**src/rtl/rps_pkg.sv**
```systemverilog
// rps_pkg: move encodings, collector state type, default parameters and popcount helper
package rps_pkg;
  localparam logic [2:0] ROCK = 3'b001;
  localparam logic [2:0] PAPER = 3'b010;
  localparam logic [2:0] SCISSORS = 3'b100;
  localparam int DEF_N_PLAYERS = 2;
  localparam int DEF_MOVE_W = 3;
  localparam int DEF_TIMEOUT = 16;
  localparam int DEF_ERR_W = 8;
  typedef enum logic [1:0] {IDLE, COLLECT, PRESENT} collect_state_t;
  function automatic logic [3:0] popcount8(input logic [7:0] v);
    popcount8 = '0;
    for (int i = 0; i < 8; i++) popcount8 += 4'(v[i]);
  endfunction
endpackage

```
**src/rtl/move_collect_validator_onehot_check.sv**
```systemverilog
// onehot_check: flags a move as legal when exactly one bit is set
// ports: move (candidate move), legal (high iff popcount(move) == 1)
module onehot_check #(
  parameter int MOVE_W = 3
) (
  input  logic [MOVE_W-1:0] move,
  output logic              legal
);
  assign legal = (move != '0) && ((move & (move - 1'b1)) == '0);
endmodule

```
**src/rtl/move_collect_validator.sv**
```systemverilog
// move_collect_validator: collects one legal one-hot move per player and presents the packed set downstream
// ports: clk/rst (sync, active-high); mv_valid/mv_data/mv_ready per-player input channels;
// mv_reject pulses for rejected moves; out_valid/out_data/out_ready downstream handshake;
// timeout pulses when a round is abandoned; err_count saturating count of rejected moves
module move_collect_validator
  import rps_pkg::*;
#(
  parameter int N_PLAYERS = DEF_N_PLAYERS,
  parameter int MOVE_W = DEF_MOVE_W,
  parameter int TIMEOUT = DEF_TIMEOUT,
  parameter int ERR_W = DEF_ERR_W
) (
  input  logic                          clk,
  input  logic                          rst,
  input  logic [N_PLAYERS-1:0]          mv_valid,
  input  logic [N_PLAYERS*MOVE_W-1:0]   mv_data,
  output logic [N_PLAYERS-1:0]          mv_ready,
  output logic [N_PLAYERS-1:0]          mv_reject,
  output logic                          out_valid,
  output logic [N_PLAYERS*MOVE_W-1:0]   out_data,
  input  logic                          out_ready,
  output logic                          timeout,
  output logic [ERR_W-1:0]              err_count
);
  localparam int TW = TIMEOUT > 1 ? $clog2(TIMEOUT) : 1;
  localparam int DW = N_PLAYERS * MOVE_W;
  collect_state_t r_state, w_state_nx;
  logic [N_PLAYERS-1:0] r_latched, r_reject, w_legal, w_hs, w_acc, w_bad, w_mask_nx;
  logic [DW-1:0] r_moves, w_moves_nx;
  logic [TW-1:0] r_timer;
  logic [ERR_W-1:0] r_err;
  logic [ERR_W+3:0] w_err_sum;
  logic r_timeout, w_full, w_expire, w_clear;
  for (genvar p = 0; p < N_PLAYERS; p++) begin : g_chk
    onehot_check #(.MOVE_W(MOVE_W)) u_chk (
      .move (mv_data[p*MOVE_W +: MOVE_W]),
      .legal(w_legal[p])
    );
  end
  assign mv_ready = r_state == PRESENT ? '0 : ~r_latched;
  assign w_hs = mv_valid & mv_ready;
  assign w_acc = w_hs & w_legal;
  assign w_bad = w_hs & ~w_legal;
  assign mv_reject = r_reject;
  assign timeout = r_timeout;
  assign err_count = r_err;
  assign out_valid = r_state == PRESENT;
  assign out_data = out_valid ? r_moves : '0;
  // completion is tested before expiry so a round finishing on its last cycle is presented, not abandoned
  always_comb begin
    w_mask_nx = r_latched | w_acc;
    w_full = &w_mask_nx;
    w_expire = TIMEOUT != 0 && r_state == COLLECT && !w_full && r_timer == TW'(TIMEOUT - 1);
    w_clear = w_expire || (r_state == PRESENT && out_ready);
    w_state_nx = r_state == PRESENT ? (out_ready ? IDLE : PRESENT)
               : w_full ? PRESENT
               : w_expire ? IDLE
               : (r_state == COLLECT || |w_acc) ? COLLECT : IDLE;
    w_moves_nx = r_moves;
    for (int i = 0; i < N_PLAYERS; i++)
      if (w_acc[i]) w_moves_nx[i*MOVE_W +: MOVE_W] = mv_data[i*MOVE_W +: MOVE_W];
    w_err_sum = (ERR_W+4)'(r_err) + (ERR_W+4)'(popcount8(8'(w_bad)));
  end
  always_ff @(posedge clk) begin
    if (rst) begin
      r_state <= IDLE;
      r_latched <= '0;
      r_moves <= '0;
      r_timer <= '0;
      r_reject <= '0;
      r_timeout <= 1'b0;
      r_err <= '0;
    end else begin
      r_state <= w_state_nx;
      r_latched <= w_clear ? '0 : w_mask_nx;
      r_moves <= w_clear ? '0 : w_moves_nx;
      r_timer <= (r_state == COLLECT && w_state_nx == COLLECT) ? r_timer + 1'b1 : '0;
      r_reject <= w_bad;
      r_timeout <= w_expire;
      r_err <= |w_err_sum[ERR_W+3:ERR_W] ? '1 : w_err_sum[ERR_W-1:0];
    end
  end
endmodule

```
**config.mk**
```make
export PLATFORM = sky130hd
export DESIGN_NAME = move_collect_validator
export DESIGN_NICKNAME = d
export VERILOG_FILES = /design/src/rtl/rps_pkg.sv /design/src/rtl/move_collect_validator_onehot_check.sv /design/src/rtl/move_collect_validator.sv
export SDC_FILE = /design/constraint.sdc
export NUM_CORES = 1
export LEC_CHECK = 0
export ABC_AREA = 0
export BUFFER_PORTS_ARGS = -buffer_cell sky130_fd_sc_hd__buf_2
export CAP_MARGIN = 20
export CORE_ASPECT_RATIO = 0.75
export CORE_MARGIN = 2
export CORE_UTILIZATION = 55
export CTS_CLUSTER_SIZE = 10
export DETAILED_ROUTE_END_ITERATION = 10
export GPL_ROUTABILITY_DRIVEN = 0
export PLACE_DENSITY_LB_ADDON = 0.25
export RECOVER_POWER = 50
export SLEW_MARGIN = 25
export SYNTH_ARGS = -nofsm -noshare
export SYNTH_HDL_FRONTEND = slang
export SYNTH_HIERARCHICAL = 1
export SYNTH_SLANG_ARGS = --single-unit
```
**constraint.sdc**
```tcl
create_clock -name clk -period 3.75 [get_ports clk]
set_input_delay 0 -clock clk [delete_from_list [all_inputs] [get_ports clk]]
set_output_delay 0 -clock clk [all_outputs]
set_load 0.02 [all_outputs]
```
-- Word-level counts from Yosys, hierarchy flattened
Index checks and enable logic that the tools add are counted.
- register bits: 25
- bits of input ports: 11
- add/sub/neg operators: 5
- equality and inequality tests: 4
- mux-type cells: 8
- bitwise logic cells: 9
- reductions and logical operators: 18
- operator list (cell ; count):
    adder 8 x 2 -> 9 bit ; 1
    2-to-1 mux 2 bit ; 4
    2-to-1 mux 8 bit ; 1
    bitwise AND 2 bit ; 3
    bitwise AND 3 bit ; 2
    logical AND 1 bit ; 6
    zero test 3 bit ; 2
    2-to-1 mux 6 bit ; 1
    nonzero test 3 bit ; 2
    OR reduction 2 bit ; 3
    subtractor 3 x 1 -> 3 bit, second input constant ; 2
    adder 4 x 1 -> 4 bit, second input constant ; 1
    == test 2 x 1 -> 1 bit, second input constant ; 2
    == test 4 bit, second input constant ; 1
    inverter 2 bit ; 2
    OR reduction 4 bit ; 1
    adder 1 x 1 -> 2 bit ; 1
    == test 2 bit, second input constant ; 1
    logical OR 1 bit ; 2
    2-to-1 mux 1 bit ; 2
    OR 2 bit ; 1
    AND reduction 2 bit ; 1
    zero test 1 bit ; 1
    inverter 1 bit ; 1

-- Logic depth before layout (Yosys ltp)
- depth after elaboration: 17
- mapped depth: 12

-- Cells and area by module
The synthesis kept the hierarchy.
- by module, submodules not included (module ; times used ; cells each ; area each (µm²) ; sequential area each (µm²)):
    move_collect_validator ; 1 ; 113 ; 1156.1 ; 500.5
    onehot_check ; 2 ; 3 ; 21.3 ; 0.0

-- Least setup slack after synthesis
OpenSTA, ideal clock, no wires.
- path kind: reg-to-reg
- start: register r_state[0]
- end: register r_err[0] (netlist: err_count[0])
- setup time: 0.071 ns
- arrival time: 2.550 ns
- slack: 1.129 ns
- stages on the path, launching flop included: 13
- buffers on the path: 1
- cell sequence: dfxtp_1 nand2b_4 inv_4 buf_2 nor2_1 nand3b_1 fa_1 inv_1 ha_1 and3_1 and3_1 nand3_1 a21oi_1
- cells in the longest elaborated chain, start to end: 8
- ends and longest elaborated chain (what ; line ; RTL):
    start, declared ; move_collect_validator.sv:27 ; collect_state_t r_state, w_state_nx;
    start signal, assigned ; move_collect_validator.sv:74 ; r_state <= w_state_nx;
    == test 2 bit (*) ; -- ;
    net out_valid ; move_collect_validator.sv:19 ; output logic out_valid,
    2-to-1 mux 2 bit (*) ; move_collect_validator.sv:40 ; assign mv_ready = r_state == PRESENT ? '0 : ~r_latched;
    net mv_ready[0] ; move_collect_validator.sv:17 ; output logic [N_PLAYERS-1:0] mv_ready,
    bitwise AND 2 bit (*) ; move_collect_validator.sv:41 ; assign w_hs = mv_valid & mv_ready;
    bitwise AND 2 bit (*) ; move_collect_validator.sv:43 ; assign w_bad = w_hs & ~w_legal;
    adder 1 x 1 -> 2 bit (*) ; rps_pkg.sv:13 ; for (int i = 0; i < 8; i++) popcount8 += 4'(v[i]);
    adder 8 x 2 -> 9 bit (*) ; move_collect_validator.sv:62 ; w_err_sum = (ERR_W+4)'(r_err) + (ERR_W+4)'(popcount8(8'(w_bad)));
    OR reduction 4 bit ; move_collect_validator.sv:80 ; r_err <= |w_err_sum[ERR_W+3:ERR_W] ? '1 : w_err_sum[ERR_W-1:0];
    2-to-1 mux 8 bit (*) ; move_collect_validator.sv:80 ;
    end signal, assigned ; move_collect_validator.sv:80 ;
    end, declared ; move_collect_validator.sv:31 ; logic [ERR_W-1:0] r_err;
Mark *: on every way through the listed nets, which the timed path passes. The rest lies on a longest branch.
A chain may end at the register's enable or synchronous reset.

-- Worst setup path in the final report
- start: register r_state[0]
- end: register r_err[4] (netlist: err_count[4])
- cells in the longest elaborated chain, start to end: 8
- ends and longest elaborated chain (what ; line):
    == test 2 bit (*) ; move_collect_validator.sv:40
    2-to-1 mux 2 bit (*) ; move_collect_validator.sv:40
    bitwise AND 2 bit (*) ; move_collect_validator.sv:41
    bitwise AND 2 bit (*) ; move_collect_validator.sv:43
    adder 1 x 1 -> 2 bit (*) ; rps_pkg.sv:13
    adder 8 x 2 -> 9 bit (*) ; move_collect_validator.sv:62
    OR reduction 4 bit ; move_collect_validator.sv:80
    2-to-1 mux 8 bit (*) ; move_collect_validator.sv:80
Mark *: on every way between the ends. The rest lies on a longest branch, timed or not.

==> impl_metrics.tcl <==
set metrics [dict create \
    status "finished, violations left" \
    violations "hold timing" \
    crit_type "flop to flop" \
    cts_made_buffers 3 \
    vias_per_cell 5.38 \
    wl_per_cell_um 13.4 \
    hpwlAfterDp_um 1760 \
    overflow 0 \
    preCtsSetupSlack_ns 1.32 \
    cp_max_fo 16 \
    ys_seq_area_share_pct 41.8 \
    io_pins 31 \
    synth-async-reset-ratio_pct 0 \
    grt_max_degree 17 \
    htree_levels 1 \
    vias 985 \
    post_cts_resized 0 \
    crit_required_ns 4.01 \
    syn-num-nets 133 \
    skew_ns 0.00548 \
    synth_enable_flop_cells 0 \
    drt-total-wl_um 2460 \
    whs_ns -0.00273 \
    syn2layout_area_growth_pct 20.6 \
    hold_path.class "primary input to flop" \
    finalCriticalPeriod_ns 2.50 \
    antenna_found_initial 0 \
    cpLargestDelayFamily "simple AND/OR/NAND/NOR gates" \
    crit_top_cell "and3_1" \
    power_mw 0.519 \
    critPathCaptureType "flop" \
    worstPathArrival_ns 2.76 \
    cts_tree "done" \
    die_h_um 44.4 \
    netlist_instances 119 \
    port_buffers 30 \
    max_slew_margin_pct 73.0 \
    final_cell_mix "dfxtp_1, clkbuf_1, buf_2, nor3_2" \
    post-route-util_pct 71.1 \
    clkSinkCount 25 \
    worst-path-buf-inv 2 \
    muxShareOfSynthArea_pct 5.85 \
    hold_violations 1 \
    ant_nets 0 \
    root_buffer "clkbuf_4" \
    initialDrtViolationCount 37 \
    cap_violations 0 \
    synth-compound-area-share_pct 10.3 \
    synthXorXnorAreaFrac_pct 5.85 \
    setup_violations 0 \
    ys_types 35 \
    grt_first_pass_wirelength_um 3910 \
    synthSimpleGateAreaFrac_pct 28.8 \
    dieArea_mm2 0.00257 \
    clock_path_buffers 2 \
    synth_seq_cells 25 \
    insertion_delay_ns 0.32 \
    grt_use_total_pct 20.5 \
    hold_buffers 8 \
    rr_worst_depth 11 \
    num_rows 14 \
    peakVddDrop_uv 319 \
    drive_gt1_share_pct 19.5 \
    min_path_cells 3 \
    drt_first_pass_iters 4 \
    fin_tns_setup_ns 0 \
    worst_pin_slew_ns 0.405 \
    coreArea_mm2 0.00203 \
    clk_pin_slew_ns 0.13 \
    die_w_um 57.9 \
    cp_slowest_cell "fa_1" \
    cp.depth 11 \
    final_common_cell "dfxtp_1" \
    period_share_pct 66.8 \
    initial_core_util_pct 59.0 \
    antennaDiodeCount 0 \
    synthFlopType "dfxtp_1" \
    synth_area_mm2 0.00120 \
    first_global_vias 882 \
    p_leak_nw 0.610 \
    synth_fa_ha_area_share_pct 4.59 \
    nNetsFinal 174 \
    power.density_mw_per_mm2 359 \
    route.detailed.drc 0 \
    path_cells "nand2b_1 -> inv_4 -> nor2_1 -> nand3b_1 -> fa_1 -> inv_1 -> ha_1 -> and3_1 -> and3_1 -> nand3_1 -> a21oi_1" \
    synth_top_family_by_area "simple AND/OR/NAND/NOR gates" \
    maxSlewViolCount 0 \
    syn_area_per_cell_um2 10.1 \
    post-cts-setup-buffers 0 \
    timing.fmax_mhz 399 \
    crit_path_max_incr_delay_ns 0.42 \
    critPathLaunchType "flop" \
    setup_ws_ns 1.25 \
    synth_warnings 6 \
    rsz0062_at_grt "no" \
]
[power breakdown]
group          switching [mW]  leakage (nW)  internal (mW)
clock network          0.0777        0.0177         0.0401
logic                  0.0654         0.389         0.0446
registers              0.0106         0.203          0.281
total                   0.154         0.610          0.366
[registers in the layout, summed over array words and instances, names as in the netlist]
name / cells
r_latched: 2
timeout: 1
err_count: 8
mv_reject: 2
r_timer: 4
r_state: 2
r_moves: 6
[worst min-delay path, cell delays in order]
cell and delay [ns]:
buf_2 0.10, mux2i_1 0.09, nor3_2 0.09
[synth_stat cells (2+ instances only)]
library cell,number,area (um^2)
inv_1,5,18.8
dfxtp_1,25,500
and3_1,3,18.8
o21a_1,2,15.0
xnor2_1,3,26.3
ha_1,2,25.0
xor2_1,5,43.8
o21bai_2,2,22.5
mux2i_1,7,70.1
o21ai_0,2,10.0
nor2_1,8,30.0
nor3b_2,2,25.0
nand3b_1,2,15.0
and3b_1,2,17.5
a21oi_1,7,35.0
nor3_1,3,15.0
nand2b_1,2,12.5
and2_1,6,37.5
nand3_1,3,15.0
nand2_1,5,18.8
nor3_2,9,90.1
[layer usage]
metal | routed length [um] | global-route usage, % | share of wire, %
met1 | 1080 | 25.3 | 44
met2 | 1160 | 34.3 | 47
met3 | 180 | 5.56 | 7.3
met4 | 36 | 8.37 | 1.5
met5 | 0 | 0 | 0
[worst paths after layout]
| path | startpoint | end | slack, ns |
|---|---|---|---|
| worst min-delay path | mv_data[2] | r_moves[2]$_SDFFE_PP0P_ | -0.003 |
| worst min register to register | r_timer[0]$_SDFF_PP0_ | r_timer[0]$_SDFF_PP0_ | 0.48 |
| worst max register to register | r_state[0]$_SDFF_PP0_ | err_count[4]$_SDFF_PP0_ | 1.25 |
| worst max-delay path | r_state[0]$_SDFF_PP0_ | err_count[4]$_SDFF_PP0_ | 1.25 |
[stage by stage]
step | std cells | cell area [um^2]
3_3_place_gp | 171 | 1370
2_1_floorplan | 119 | 1200
6_report | 183 | 1450
3_5_place_dp | 171 | 1370
5_1_grt | 183 | 1450
4_1_cts | 183 | 1480
[logic make-up after synthesis]
group	count (synthesis)
and+or+nand+nor	50
DFF	25
AOI/OAI and AO/OA	17
xor gates and xnor gates	8
buffers and inverters	8
muxes	7
adders and majority gates	4
[layout make-up]
class / instances / area (um^2)
fillers: 160 / 587
flip-flops and latches: 25 / 500
clock buffers: 3 / 22.5
multi-input cells: 86 / 657
clock inverters: 1 / 5.00
inverters: 6 / 25.0
repair buffers: 38 / 205
well taps: 24 / 30.0
(Power assumes the default switching activity.)
